File: src/rtl/serial_adder.sv
// ---------------------------------------------------------------------------
// serial_adder
//
// Purpose:
//   Bit-serial adder. Computes i_a + i_b + i_cin one bit per clock, LSB
//   first, through a single full-adder cell and a 1-bit carry register.
//   An accepted start latches the operands. WIDTH clocks later o_done
//   pulses for one cycle, with o_sum/o_cout holding the result. The result
//   stays on the outputs until the next accepted start.
//
// Ports:
//   i_clk    sole clock, rising edge
//   i_rst    synchronous, active-high reset
//   i_start  request to begin an addition (only looked at while idle)
//   i_a      operand A, latched on accepted start
//   i_b      operand B, latched on accepted start
//   i_cin    carry-in, latched on accepted start
//   o_busy   high while an addition is in progress (SHIFT or DONE)
//   o_done   single-cycle pulse marking o_sum/o_cout valid
//   o_sum    registered sum, (a+b+cin) mod 2^WIDTH
//   o_cout   registered carry-out of the full WIDTH-bit addition
// ---------------------------------------------------------------------------
module serial_adder #(
    parameter int WIDTH = 8
) (
    input  logic             i_clk,
    input  logic             i_rst,
    input  logic             i_start,
    input  logic [WIDTH-1:0] i_a,
    input  logic [WIDTH-1:0] i_b,
    input  logic             i_cin,
    output logic             o_busy,
    output logic             o_done,
    output logic [WIDTH-1:0] o_sum,
    output logic             o_cout
);

    localparam int CNT_W = $clog2(WIDTH);

    typedef enum logic [1:0] {
        ST_IDLE,
        ST_SHIFT,
        ST_DONE
    } state_t;

    state_t             r_state;
    state_t             w_next;

    logic [WIDTH-1:0]   r_a;
    logic [WIDTH-1:0]   r_b;
    logic               r_carry;
    logic [CNT_W-1:0]   r_cnt;
    logic [WIDTH-1:0]   r_sum;
    logic               r_cout;

    logic               w_accept;
    logic               w_last;
    logic               w_di;
    logic               w_cnext;

    // Single full-adder cell acting on the operand LSBs and the carry register.
    assign w_di    = r_a[0] ^ r_b[0] ^ r_carry;
    assign w_cnext = (r_a[0] & r_b[0]) | (r_carry & (r_a[0] ^ r_b[0]));

    assign w_accept = (r_state == ST_IDLE) && i_start;
    assign w_last   = (r_cnt == CNT_W'(WIDTH - 1));

    // State register.
    always_ff @(posedge i_clk) begin
        if (i_rst) begin
            r_state <= ST_IDLE;
        end else begin
            r_state <= w_next;
        end
    end

    // Next-state and status outputs. DONE always falls back to IDLE.
    // Any start seen in SHIFT or DONE is therefore ignored.
    always_comb begin
        w_next = r_state;
        o_busy = 1'b0;
        o_done = 1'b0;
        case (r_state)
            ST_IDLE: begin
                if (i_start) begin
                    w_next = ST_SHIFT;
                end
            end
            ST_SHIFT: begin
                o_busy = 1'b1;
                if (w_last) begin
                    w_next = ST_DONE;
                end
            end
            ST_DONE: begin
                o_busy = 1'b1;
                o_done = 1'b1;
                w_next = ST_IDLE;
            end
            default: begin
                w_next = ST_IDLE;
            end
        endcase
    end

    // Datapath. Each result bit enters at the sum MSB and the sum shifts
    // right, so after WIDTH shifts bit 0 sits at the LSB. The sum is left
    // alone in IDLE, which keeps the previous result visible until the
    // next accepted start.
    always_ff @(posedge i_clk) begin
        if (i_rst) begin
            r_a     <= '0;
            r_b     <= '0;
            r_carry <= 1'b0;
            r_cnt   <= '0;
            r_sum   <= '0;
            r_cout  <= 1'b0;
        end else begin
            if (w_accept) begin
                r_a     <= i_a;
                r_b     <= i_b;
                r_carry <= i_cin;
                r_cnt   <= '0;
            end else if (r_state == ST_SHIFT) begin
                r_sum   <= {w_di, r_sum[WIDTH-1:1]};
                r_a     <= r_a >> 1;
                r_b     <= r_b >> 1;
                r_carry <= w_cnext;
                r_cnt   <= r_cnt + CNT_W'(1);
                if (w_last) begin
                    r_cout <= w_cnext;
                end
            end
        end
    end

    assign o_sum  = r_sum;
    assign o_cout = r_cout;

endmodule

File: config.mk
export PLATFORM = sky130hd
export DESIGN_NAME = serial_adder
export DESIGN_NICKNAME = d
export VERILOG_FILES = /design/src/rtl/serial_adder.sv
export SDC_FILE = /design/constraint.sdc
export NUM_CORES = 1
export LEC_CHECK = 0
export CAP_MARGIN = 10
export CELL_PAD_IN_SITES_DETAIL_PLACEMENT = 1
export CELL_PAD_IN_SITES_GLOBAL_PLACEMENT = 1
export CORE_ASPECT_RATIO = 0.6
export CORE_UTILIZATION = 43
export DETAILED_ROUTE_END_ITERATION = 16
export DONT_BUFFER_PORTS = 1
export PLACE_DENSITY = 0.83
export SLEW_MARGIN = 20
export SYNTH_ARGS = -nofsm -noshare
export SYNTH_HDL_FRONTEND = slang
export SYNTH_SLANG_ARGS = --single-unit
File: constraint.sdc
create_clock -name i_clk -period 2.95 [get_ports i_clk]
set_input_delay 0.59 -clock i_clk [delete_from_list [all_inputs] [get_ports i_clk]]
set_output_delay 0.59 -clock i_clk [all_outputs]
set_load 0.01 [all_outputs]
==> results of run 1 <==
[cell families (layout without fill, tap and decap cells)]
family	count (synthesis)	in the layout	share of synthesized area
AND/OR/NAND/NOR	50	50	0.145
AO/OA/AOI/OAI	36	36	0.192
flip-flops	31	31	0.429
buffers and inverters	14	12	0.0779
multiplexers	12	12	0.0831
adder cells (fa/ha/maj)	7	7	0.0658
XOR/XNOR	1	1	0.00606
[final cells by class]
cell class,instances,area share
Multi-Input combinational cell,106,0.479
Timing Repair Buffer,1,0.00505
Inverter,3,0.00758
Tap cell,42,0.0354
Clock inverter,1,0.00337
Clock buffer,7,0.0514
Sequential cell,31,0.418
[how the worst min path moves through the flow]
stage	end	cells past startpoint	start	slack, ps
4_1_cts	r_b[5]$_SDFFE_PP0P_	1	i_rst	350
3_3_place_gp	r_a[5]$_SDFFE_PP0P_	2	r_a[6]$_SDFFE_PP0P_	450
2_1_floorplan	r_a[5]$_SDFFE_PP0P_	2	r_a[6]$_SDFFE_PP0P_	440
5_1_grt	r_a[3]$_SDFFE_PP0P_	1	i_rst	350
6_report	r_a[3]$_SDFFE_PP0P_	1	i_rst	360
3_5_place_dp	r_a[6]$_SDFFE_PP0P_	2	r_a[7]$_SDFFE_PP0P_	460
[flip-flops by register name, summed over array words and instances, names as in the netlist]
| register | cells |
|---|---|
| r_cnt | 3 |
| o_cout | 1 |
| r_state | 2 |
| r_carry | 1 |
| r_a | 8 |
| o_sum | 8 |
| r_b | 8 |
[metal layers]
| metal | GRT usage | vias up |
|---|---|---|
| met3 | 0.0854 | 7 |
| met1 | 0.228 | 497 |
| met2 | 0.320 | 22 |
| li1 | - | 513 |
| met4 | 0.0923 | 0 |
| met5 | 0 | - |
[synthesized netlist by cell type (3+ instances only)]
master,count
nand2_1,17
nand3_1,3
a21oi_1,14
buf_6,4
a211oi_2,8
nor2_1,23
dfxtp_1,31
nor3_1,3
a211oi_1,8
ha_1,6
mux2i_1,12
a21oi_2,4
[power groups by stage]
stage / combinational [uW] / clock (uW) / sequential, uW
6_report: 179 / 325 / 478
5_1_grt: 199 / 349 / 481
4_1_cts: 180 / 333 / 478
3_5_place_dp: 178 / 0 / 487
3_3_place_gp: 169 / 0 / 484
2_1_floorplan: 181 / 0 / 480
[metrics by stage]
step | instances | instance area, um2 | hold slack [ps] | worst slack [ps]
3_5_place_dp | 183 | 1400 | 463 | 1110
2_1_floorplan | 151 | 1450 | 437 | 1630
6_report | 191 | 1490 | 363 | 1080
4_1_cts | 191 | 1490 | 355 | 1080
3_3_place_gp | 183 | 1400 | 447 | 1230
5_1_grt | 191 | 1490 | 349 | 966
==> results.sh, run 1 <==
export IMPL_cts_htree_levels=2
export IMPL_p_leak_uw=0.000538
export IMPL_num_rows=15
export IMPL_vias=1039
export IMPL_cts_resized=0
export IMPL_p_per_area_mw_per_mm2=661
export IMPL_grt_antenna_before_repair=0
export IMPL_dr_wl_met2_mm=1.40
export IMPL_synth_edf_count=0
export IMPL_hold_buffers=0
export IMPL_m1WireLength_mm=1.47
export IMPL_synth_top_area_cell="dfxtp_1"
export IMPL_cp_top_family="buffers and inverters"
export IMPL_gr_total_overflow=0
export IMPL_syn_nets=178
export IMPL_period_share=0.633
export IMPL_routed_top_layer="met4"
export IMPL_final_net_count=175
export IMPL_finClkSkew_ps=6.36
export IMPL_dr_wl_met3_um=214
export IMPL_clkPwrFrac=0.331
export IMPL_totalPowerFinal_uw=981
export IMPL_cts_root_buf="clkbuf_8"
export IMPL_drt_wl_total_mm=3.12
export IMPL_cp_data_arrival_time_ps=2090
export IMPL_grt_pass1_wl_mm=5.09
export IMPL_path_class="reg2reg"
export IMPL_final_cell_mix="31 x dfxtp_1, 23 x nor2_1, 17 x nand2_1"
export IMPL_seqCellArea_um2=621
export IMPL_multi_input_area_um2=712
export IMPL_die_x_um=76.8
export IMPL_status="complete, no violations"
export IMPL_internal_power_uw=690
export IMPL_yosys_warnings=0
export IMPL_drc=0
export IMPL_insertion_delay_ps=290
export IMPL_tightestPinTransition_ps=705
export IMPL_ir_drop_mv=0.305
export IMPL_clkTransAtPathRegs_ps=70
export IMPL_fmaxAchievable_ghz=0.535
export IMPL_p_sw_frac=0.297
export IMPL_hold_violations=0
export IMPL_final_core_util=0.492
export IMPL_start_util=0.478
export IMPL_setup_viol=0
export IMPL_drt_iter0_drc=85
export IMPL_worst_r2r_setup_slack_ps=1080
export IMPL_maxSlewViolCount=0
export IMPL_avgSynthCellArea_um2=9.57
export IMPL_grt_start_max_net_pins=32
export IMPL_crit_end="r_state[0]$_SDFFE_PP0P_"
export IMPL_synthFlopType="dfxtp_1"
export IMPL_crit_start="r_state[1]$_SDFFE_PP0P_"
export IMPL_crit_fanout=22
export IMPL_drv_cap=0
export IMPL_sequentialPowerShare=0.487
export IMPL_max_stage_delay_ps=390
export IMPL_yosys_area_top_type_share=0.429
export IMPL_hold_path_class="in2reg"
export IMPL_place_gp_congestion=0.743
export IMPL_fp_dieH_um=46.9
export IMPL_final_common_cell="dfxtp_1"
export IMPL_drtPass1Iterations=4
export IMPL_ys_seq_area_frac=0.429
export IMPL_cts_made_buffers=5
export IMPL_hpwlAfterDp_mm=2.13
export IMPL_timing_rr_start="r_state[1]$_SDFFE_PP0P_"
export IMPL_setup_tns_ps=0
export IMPL_crit_cells=6
export IMPL_core_region_area_mm2=0.00302
export IMPL_synth_cell_types=26
export IMPL_r2r_cells=6
export IMPL_synthCells=151
export IMPL_syn_area_mm2=0.00145
export IMPL_die_area_mm2=0.00360
export IMPL_cts_tree="yes"
export IMPL_grt_pass1_vias=1056
export IMPL_syn_to_final_growth_pct=2.77
export IMPL_path_buf_inv=2
export IMPL_clockBufferDepth=2
export IMPL_synth_seq_cells=31
export IMPL_period_needed_ps=1870
export IMPL_grt_setup_unrepaired="no"
export IMPL_drive_gt1_frac=0.141
export IMPL_p_sw_uw=291
export IMPL_diodes=0
export IMPL_crit_chain="inv_1 -> ha_1 -> buf_4 -> or2b_1 -> a21o_1 -> a21oi_1"
export IMPL_fill_cells=348
export IMPL_async_flop_share=0
export IMPL_cts_setup_buffers=0
export IMPL_io_buffers=0
export IMPL_timing_rr_end="r_state[0]$_SDFFE_PP0P_"
export IMPL_ant_nets=0
export IMPL_cts_num_sinks=31
export IMPL_slowest_stage="ha_1"
export IMPL_worstSetupStartpointType="flop"
export IMPL_grt_use_total=0.195
export IMPL_routed_via_density=5.44
export IMPL_critPathRequiredTime_ps=3170
export IMPL_routedWlPerCell_um=16.3
export IMPL_relSlewSlack=0.529
export IMPL_critPathCaptureType="flop"
export IMPL_synth_area_leaders="dfxtp_1 43%, mux2i_1 8.3%, a211oi_2 6.9%"
export IMPL_io_pins=31
export IMPL_combPwrFrac=0.182
(Power assumes the default switching activity.)
==> inputs of run 2 (changes only) <==
==> constraint.sdc (replaced) <==
create_clock -name i_clk -period 1.9 [get_ports i_clk]
set_input_delay 0.38 -clock i_clk [delete_from_list [all_inputs] [get_ports i_clk]]
set_output_delay 0.38 -clock i_clk [all_outputs]
set_load 0.01 [all_outputs]
==> results.sh, run 2 (synthesized netlist as in run 1, its figures left out) <==
export IMPL_maxSlewViolCount=0
export IMPL_routedWlPerCell_um=16.1
export IMPL_cp_top_family="adder cells"
export IMPL_routed_via_density=5.44
export IMPL_cts_tree="yes"
export IMPL_drt_wl_total_mm=3.10
export IMPL_p_per_area_mw_per_mm2=1040
export IMPL_drc=0
export IMPL_ir_drop_mv=0.493
export IMPL_ant_nets=0
export IMPL_cts_made_buffers=5
export IMPL_grt_pass1_vias=1104
export IMPL_vias=1049
export IMPL_critPathRequiredTime_ps=2060
export IMPL_cts_setup_buffers=0
export IMPL_critPathCaptureType="flop"
export IMPL_period_share=0.852
export IMPL_worst_slack_ps=282
export IMPL_cp_data_arrival_time_ps=1780
export IMPL_relSlewSlack=0.690
export IMPL_drt_iter0_drc=71
export IMPL_hold_violations=0
export IMPL_cts_num_sinks=31
export IMPL_gr_total_overflow=0
export IMPL_grt_use_total=0.192
export IMPL_cts_root_buf="clkbuf_8"
export IMPL_cts_resized=0
export IMPL_fp_dieH_um=46.9
export IMPL_hpwlAfterDp_mm=2.18
export IMPL_grt_start_max_net_pins=32
export IMPL_hold_buffers=0
export IMPL_setup_tns_ps=0
export IMPL_syn_to_final_growth_pct=5.97
export IMPL_tightestPinTransition_ps=465
export IMPL_final_common_cell="dfxtp_1"
export IMPL_diodes=0
export IMPL_dp_cells=185
export IMPL_status="complete, no violations"
export IMPL_grt_antenna_before_repair=0
export IMPL_path_buf_inv=2
export IMPL_max_stage_delay_ps=460
export IMPL_fmaxAchievable_ghz=0.618
export IMPL_final_cell_mix="31 x dfxtp_1, 23 x nor2_1, 17 x nand2_1"
export IMPL_start_util=0.478
export IMPL_io_buffers=0
export IMPL_clockBufferDepth=2
export IMPL_finClkSkew_ps=3.90
export IMPL_crit_fanout=16
export IMPL_worstSetupStartpointType="flop"
export IMPL_pre_cts_slack_ps=334
export IMPL_grt_pass1_wl_mm=5.04
export IMPL_path_class="reg2reg"
export IMPL_core_region_area_mm2=0.00302
export IMPL_clkTransAtPathRegs_ps=60
export IMPL_die_x_um=76.8
export IMPL_drive_gt1_frac=0.159
export IMPL_io_pins=31
export IMPL_insertion_delay_ps=280
export IMPL_final_net_count=177
export IMPL_drtPass1Iterations=4
export IMPL_fin_cells=193
export IMPL_place_gp_congestion=0.721
export IMPL_slowest_stage="ha_1"
export IMPL_die_area_mm2=0.00360
export IMPL_cts_htree_levels=2
export IMPL_hold_path_class="in2reg"
export IMPL_num_rows=15
export IMPL_p_leak_uw=0.000560
export IMPL_crit_chain="inv_1 -> ha_1 -> inv_2 -> a21oi_1 -> a211oi_2"
export IMPL_drv_cap=0
export IMPL_grt_setup_unrepaired="no"
export IMPL_period_needed_ps=1620
export IMPL_setup_viol=0
-- run 2: cell types whose count changed in the layout (fill, tap and decap cells not counted) --
cell      change
buf_4         +1
clkinv_2      -1
buf_12        +1
clkbuf_8      +2
clkbuf_1      -1
-- run 2: per-layer routing --
| metal | track usage | share of wire | wire length [um] |
|---|---|---|---|
| met2 | 0.325 | 0.45 | 1390 |
| met5 | 0 | 0 | 0 |
| met3 | 0.0854 | 0.071 | 221 |
| met1 | 0.215 | 0.47 | 1450 |
| met4 | 0.104 | 0.014 | 44 |
-- run 2: layout make-up --
type / count / area [um2]
fill: 368 / 1490
tap: 42 / 52.6
clock buffer: 8 / 100
inverter: 3 / 11.3
sequential: 31 / 621
timing repair buffer: 3 / 35.0
multi-input combinational: 106 / 712
-- run 2: path summary, 6_finish.rpt --
check                                             start                  end  slack, ps  cells past startpoint
worst max-delay path            r_state[1]$_SDFFE_PP0P_  r_a[1]$_SDFFE_PP0P_        280                      5
worst min-delay path                              i_rst  o_cout$_SDFFE_PP0P_        160                      1
worst max register to register  r_state[1]$_SDFFE_PP0P_  r_a[1]$_SDFFE_PP0P_        280                      5
worst min register to register      r_a[5]$_SDFFE_PP0P_  r_a[4]$_SDFFE_PP0P_        470                      2
-- run 2: metrics by stage --
stage                     hold WS [ps]  utilization  power (uW)  instance area [um2]
after floorplan                    437            -        1030                 1450
after global placement             445        0.474        1030                 1430
after detailed placement           451        0.474        1050                 1430
after CTS                          152        0.507        1610                 1530
after global routing               147        0.507        1670                 1530
final                              160        0.507        1600                 1530
-- run 2: report_power, final --
part / total (uW) / switching, uW / internal, uW
Sequential: 743 / 38.4 / 704
Combinational: 293 / 169 / 124
Clock: 563 / 233 / 330
Total: 1600 / 440 / 1160
==> inputs of run 3 (changes only) <==
--- a/config.mk
+++ b/config.mk
@@ -13,7 +13,7 @@
 export DETAILED_ROUTE_END_ITERATION = 16
 export DONT_BUFFER_PORTS = 1
 export PLACE_DENSITY = 0.83
-export SLEW_MARGIN = 20
+export SLEW_MARGIN = 0
 export SYNTH_ARGS = -nofsm -noshare
 export SYNTH_HDL_FRONTEND = slang
 export SYNTH_SLANG_ARGS = --single-unit
==> results of run 3 <==
Final layout, timing and power as in run 2 (identical DEF).
==> patch (flow settings as in run 2) <==
Add an input register stage for `i_start`, `i_a`, `i_b` and `i_cin`; this delays them by one clock.
--- a/src/rtl/serial_adder.sv
+++ b/src/rtl/serial_adder.sv
@@ -43,6 +43,18 @@
         ST_DONE
     } state_t;
 
+    logic i_start_q;
+    logic [WIDTH-1:0] i_a_q;
+    logic [WIDTH-1:0] i_b_q;
+    logic i_cin_q;
+
+    always_ff @(posedge i_clk) begin
+        i_start_q <= i_start;
+        i_a_q     <= i_a;
+        i_b_q     <= i_b;
+        i_cin_q   <= i_cin;
+    end
+
     state_t             r_state;
     state_t             w_next;
 
@@ -62,7 +74,7 @@
     assign w_di    = r_a[0] ^ r_b[0] ^ r_carry;
     assign w_cnext = (r_a[0] & r_b[0]) | (r_carry & (r_a[0] ^ r_b[0]));
 
-    assign w_accept = (r_state == ST_IDLE) && i_start;
+    assign w_accept = (r_state == ST_IDLE) && i_start_q;
     assign w_last   = (r_cnt == CNT_W'(WIDTH - 1));
 
     // State register.
@@ -82,7 +94,7 @@
         o_done = 1'b0;
         case (r_state)
             ST_IDLE: begin
-                if (i_start) begin
+                if (i_start_q) begin
                     w_next = ST_SHIFT;
                 end
             end
@@ -117,9 +129,9 @@
             r_cout  <= 1'b0;
         end else begin
             if (w_accept) begin
-                r_a     <= i_a;
-                r_b     <= i_b;
-                r_carry <= i_cin;
+                r_a     <= i_a_q;
+                r_b     <= i_b_q;
+                r_carry <= i_cin_q;
                 r_cnt   <= '0;
             end else if (r_state == ST_SHIFT) begin
                 r_sum   <= {w_di, r_sum[WIDTH-1:1]};
Function: changed (Yosys sat finds a counterexample within 4 cycles, from zero or initial values and one cycle with i_rst high).
==> patch against run 2 <==
- global-route usage fell by 2.5 points
- clock power rose by 36%
- synthesized area rose by 25%
- fmax fell by 3.2%
- clock skew rose by 0.0019 ns
- power rose by 37%
- cell area rose by 26%
- non-clock buffer count fell by 1
- worst setup slack got worse by 0.054 ns
- routed wire length rose by 6.1%
- sequential cell count rose by 18
==> patch: results <==
export IMPL_status="finished clean"
export IMPL_drive_gt1_share_pct=17.2
export IMPL_startpoint="r_state[1]"
export IMPL_slowest_stage="dfxtp_1"
export IMPL_ff2ff_setup_slack_ns=0.23
export IMPL_critPathTopFamily="buffers and inverters"
export IMPL_cts_root_buf="clkbuf_8"
export IMPL_numCtsBuffers=5
export IMPL_io_buffer_count=0
export IMPL_fin_nets=195
export IMPL_synth_commonest_cells="dfxtp_1 (49), nor2_1 (23), a21oi_1 (18)"
export IMPL_clock_skew_ns=0.00580
export IMPL_dp_hpwl_microns=2230
export IMPL_crit_arrival_ns=1.88
export IMPL_grt_max_degree=32
export IMPL_drt_pass1_iter_count=4
export IMPL_cts_buffer_depth=2
export IMPL_routedWlPerCell_microns=14.6
export IMPL_clkLatencyLatePin_ns=0.30
export IMPL_cts_clk_slew_worst_paths_ns=0.09
export IMPL_slew_headroom_pct=73.2
export IMPL_gp_congestion=0.680
export IMPL_grt_use_total_pct=16.7
export IMPL_worstSetupEndpoint="r_b[6]"
export IMPL_antenna_cells=0
export IMPL_grt_pass1_wl_microns=5520
export IMPL_yosys_top_cells_area="dfxtp_1 (54%), a211oi_2 (10%), mux2i_1 (6.1%)"
export IMPL_ys_seq_area_share_pct=54.3
export IMPL_p_leak_nw=0.713
export IMPL_hp_class="in -> reg"
export IMPL_grt_pass1_vias=1216
export IMPL_dpl_cell_area_sq_um=1810
export IMPL_htree_num_levels=2
export IMPL_critPathMaxStageDelay_ns=0.38
export IMPL_drtIter0Drc=37
export IMPL_r2r_cells=6
export IMPL_ir_drop_mv=0.590
export IMPL_yosysWarnings=0
export IMPL_viasPerCell=5.12
export IMPL_postCtsSetupRepairBufs=0
export IMPL_cp_max_fo=17
export IMPL_drv_slew=0
export IMPL_synthArstFlopShare_pct=0
export IMPL_synth_cell_types=26
export IMPL_antenna_found_initial=0
-- patch: per-stage QoR --
stage | power [W] | utilization [%] | hold WS, ns | setup slack, ns | cells
2_1_floorplan | 0.00143 | - | 0.408 | 0.615 | 169
3_3_place_gp | 0.00143 | 47.1 | 0.408 | 0.293 | 218
3_5_place_dp | 0.00145 | 47.1 | 0.408 | 0.168 | 218
4_1_cts | 0.00222 | 50.2 | 0.0927 | 0.113 | 226
5_1_grt | 0.00229 | 50.2 | 0.0805 | 0.159 | 226
6_report | 0.00220 | 50.2 | 0.0985 | 0.229 | 226
-- patch: logic make-up (layout without fill, tap and decap cells) --
logic type / count (synthesis) / in the layout / share of synthesized area, %
XOR/XNOR: 1 / 1 / 0.485
buffers and inverters: 13 / 13 / 5.05
flip-flops: 49 / 49 / 54.3
AO/OA/AOI/OAI: 37 / 37 / 17.0
multiplexers: 11 / 11 / 6.09
AND/OR/NAND/NOR: 51 / 51 / 11.8
adder cells (fa/ha/maj): 7 / 7 / 5.26
-- patch: cell type report --
class                           instances  area [sq um]
Tap cell                               57          71.3
Clock buffer                            6          82.6
Fill cell                             422          1920
Clock inverter                          2          37.5
Inverter                                3          11.3
Multi-Input combinational cell        107           736
Sequential cell                        49           981
Timing Repair Buffer                    2          15.0
-- patch: worst min path at each step --
| stage | startpoint | endpoint | slack [ns] | cells after the start |
|---|---|---|---|---|
| floorplan | i_a[0] | i_a_q[0] | 0.41 | 0 |
| global placement | i_a[6] | i_a_q[6] | 0.41 | 0 |
| detailed placement | i_b[3] | i_b_q[3] | 0.41 | 0 |
| CTS | i_a[1] | i_a_q[1] | 0.09 | 0 |
| global route | i_a[3] | i_a_q[3] | 0.08 | 0 |
| finish | i_a[1] | i_a_q[1] | 0.1 | 0 |
-- patch: power breakdown --
part / total, W / internal, W / switching (W)
Clock: 0.000764 / 0.000428 / 0.000336
Sequential: 0.00114 / 0.00110 / 0.0000402
Combinational: 0.000290 / 0.000116 / 0.000174
Total: 0.00220 / 0.00164 / 0.000551
-- patch: metal layers --
layer,up-vias,global-route usage (%),routed length [microns]
met5,-,0,0
met4,0,7.78,59
li1,571,-,-
met2,28,30.5,1590
met1,550,18.2,1500
met3,9,5.04,141
-- patch: timing repair --
| action | CTS | global route |
|---|---|---|
| endpoints found under the setup margin | 0 | 9 |
| gates resized for setup | 0 | 1 |
| hold buffers | 0 | 0 |
-- patch: worst reg2reg max path: cells and delay by family (launching register included) --
kind                       cells  cell delay (ns)
adders and majority gates      1             0.24
DFF                            1             0.38
buffers and inverters          3             0.54
AOI/OAI and AO/OA              2             0.44
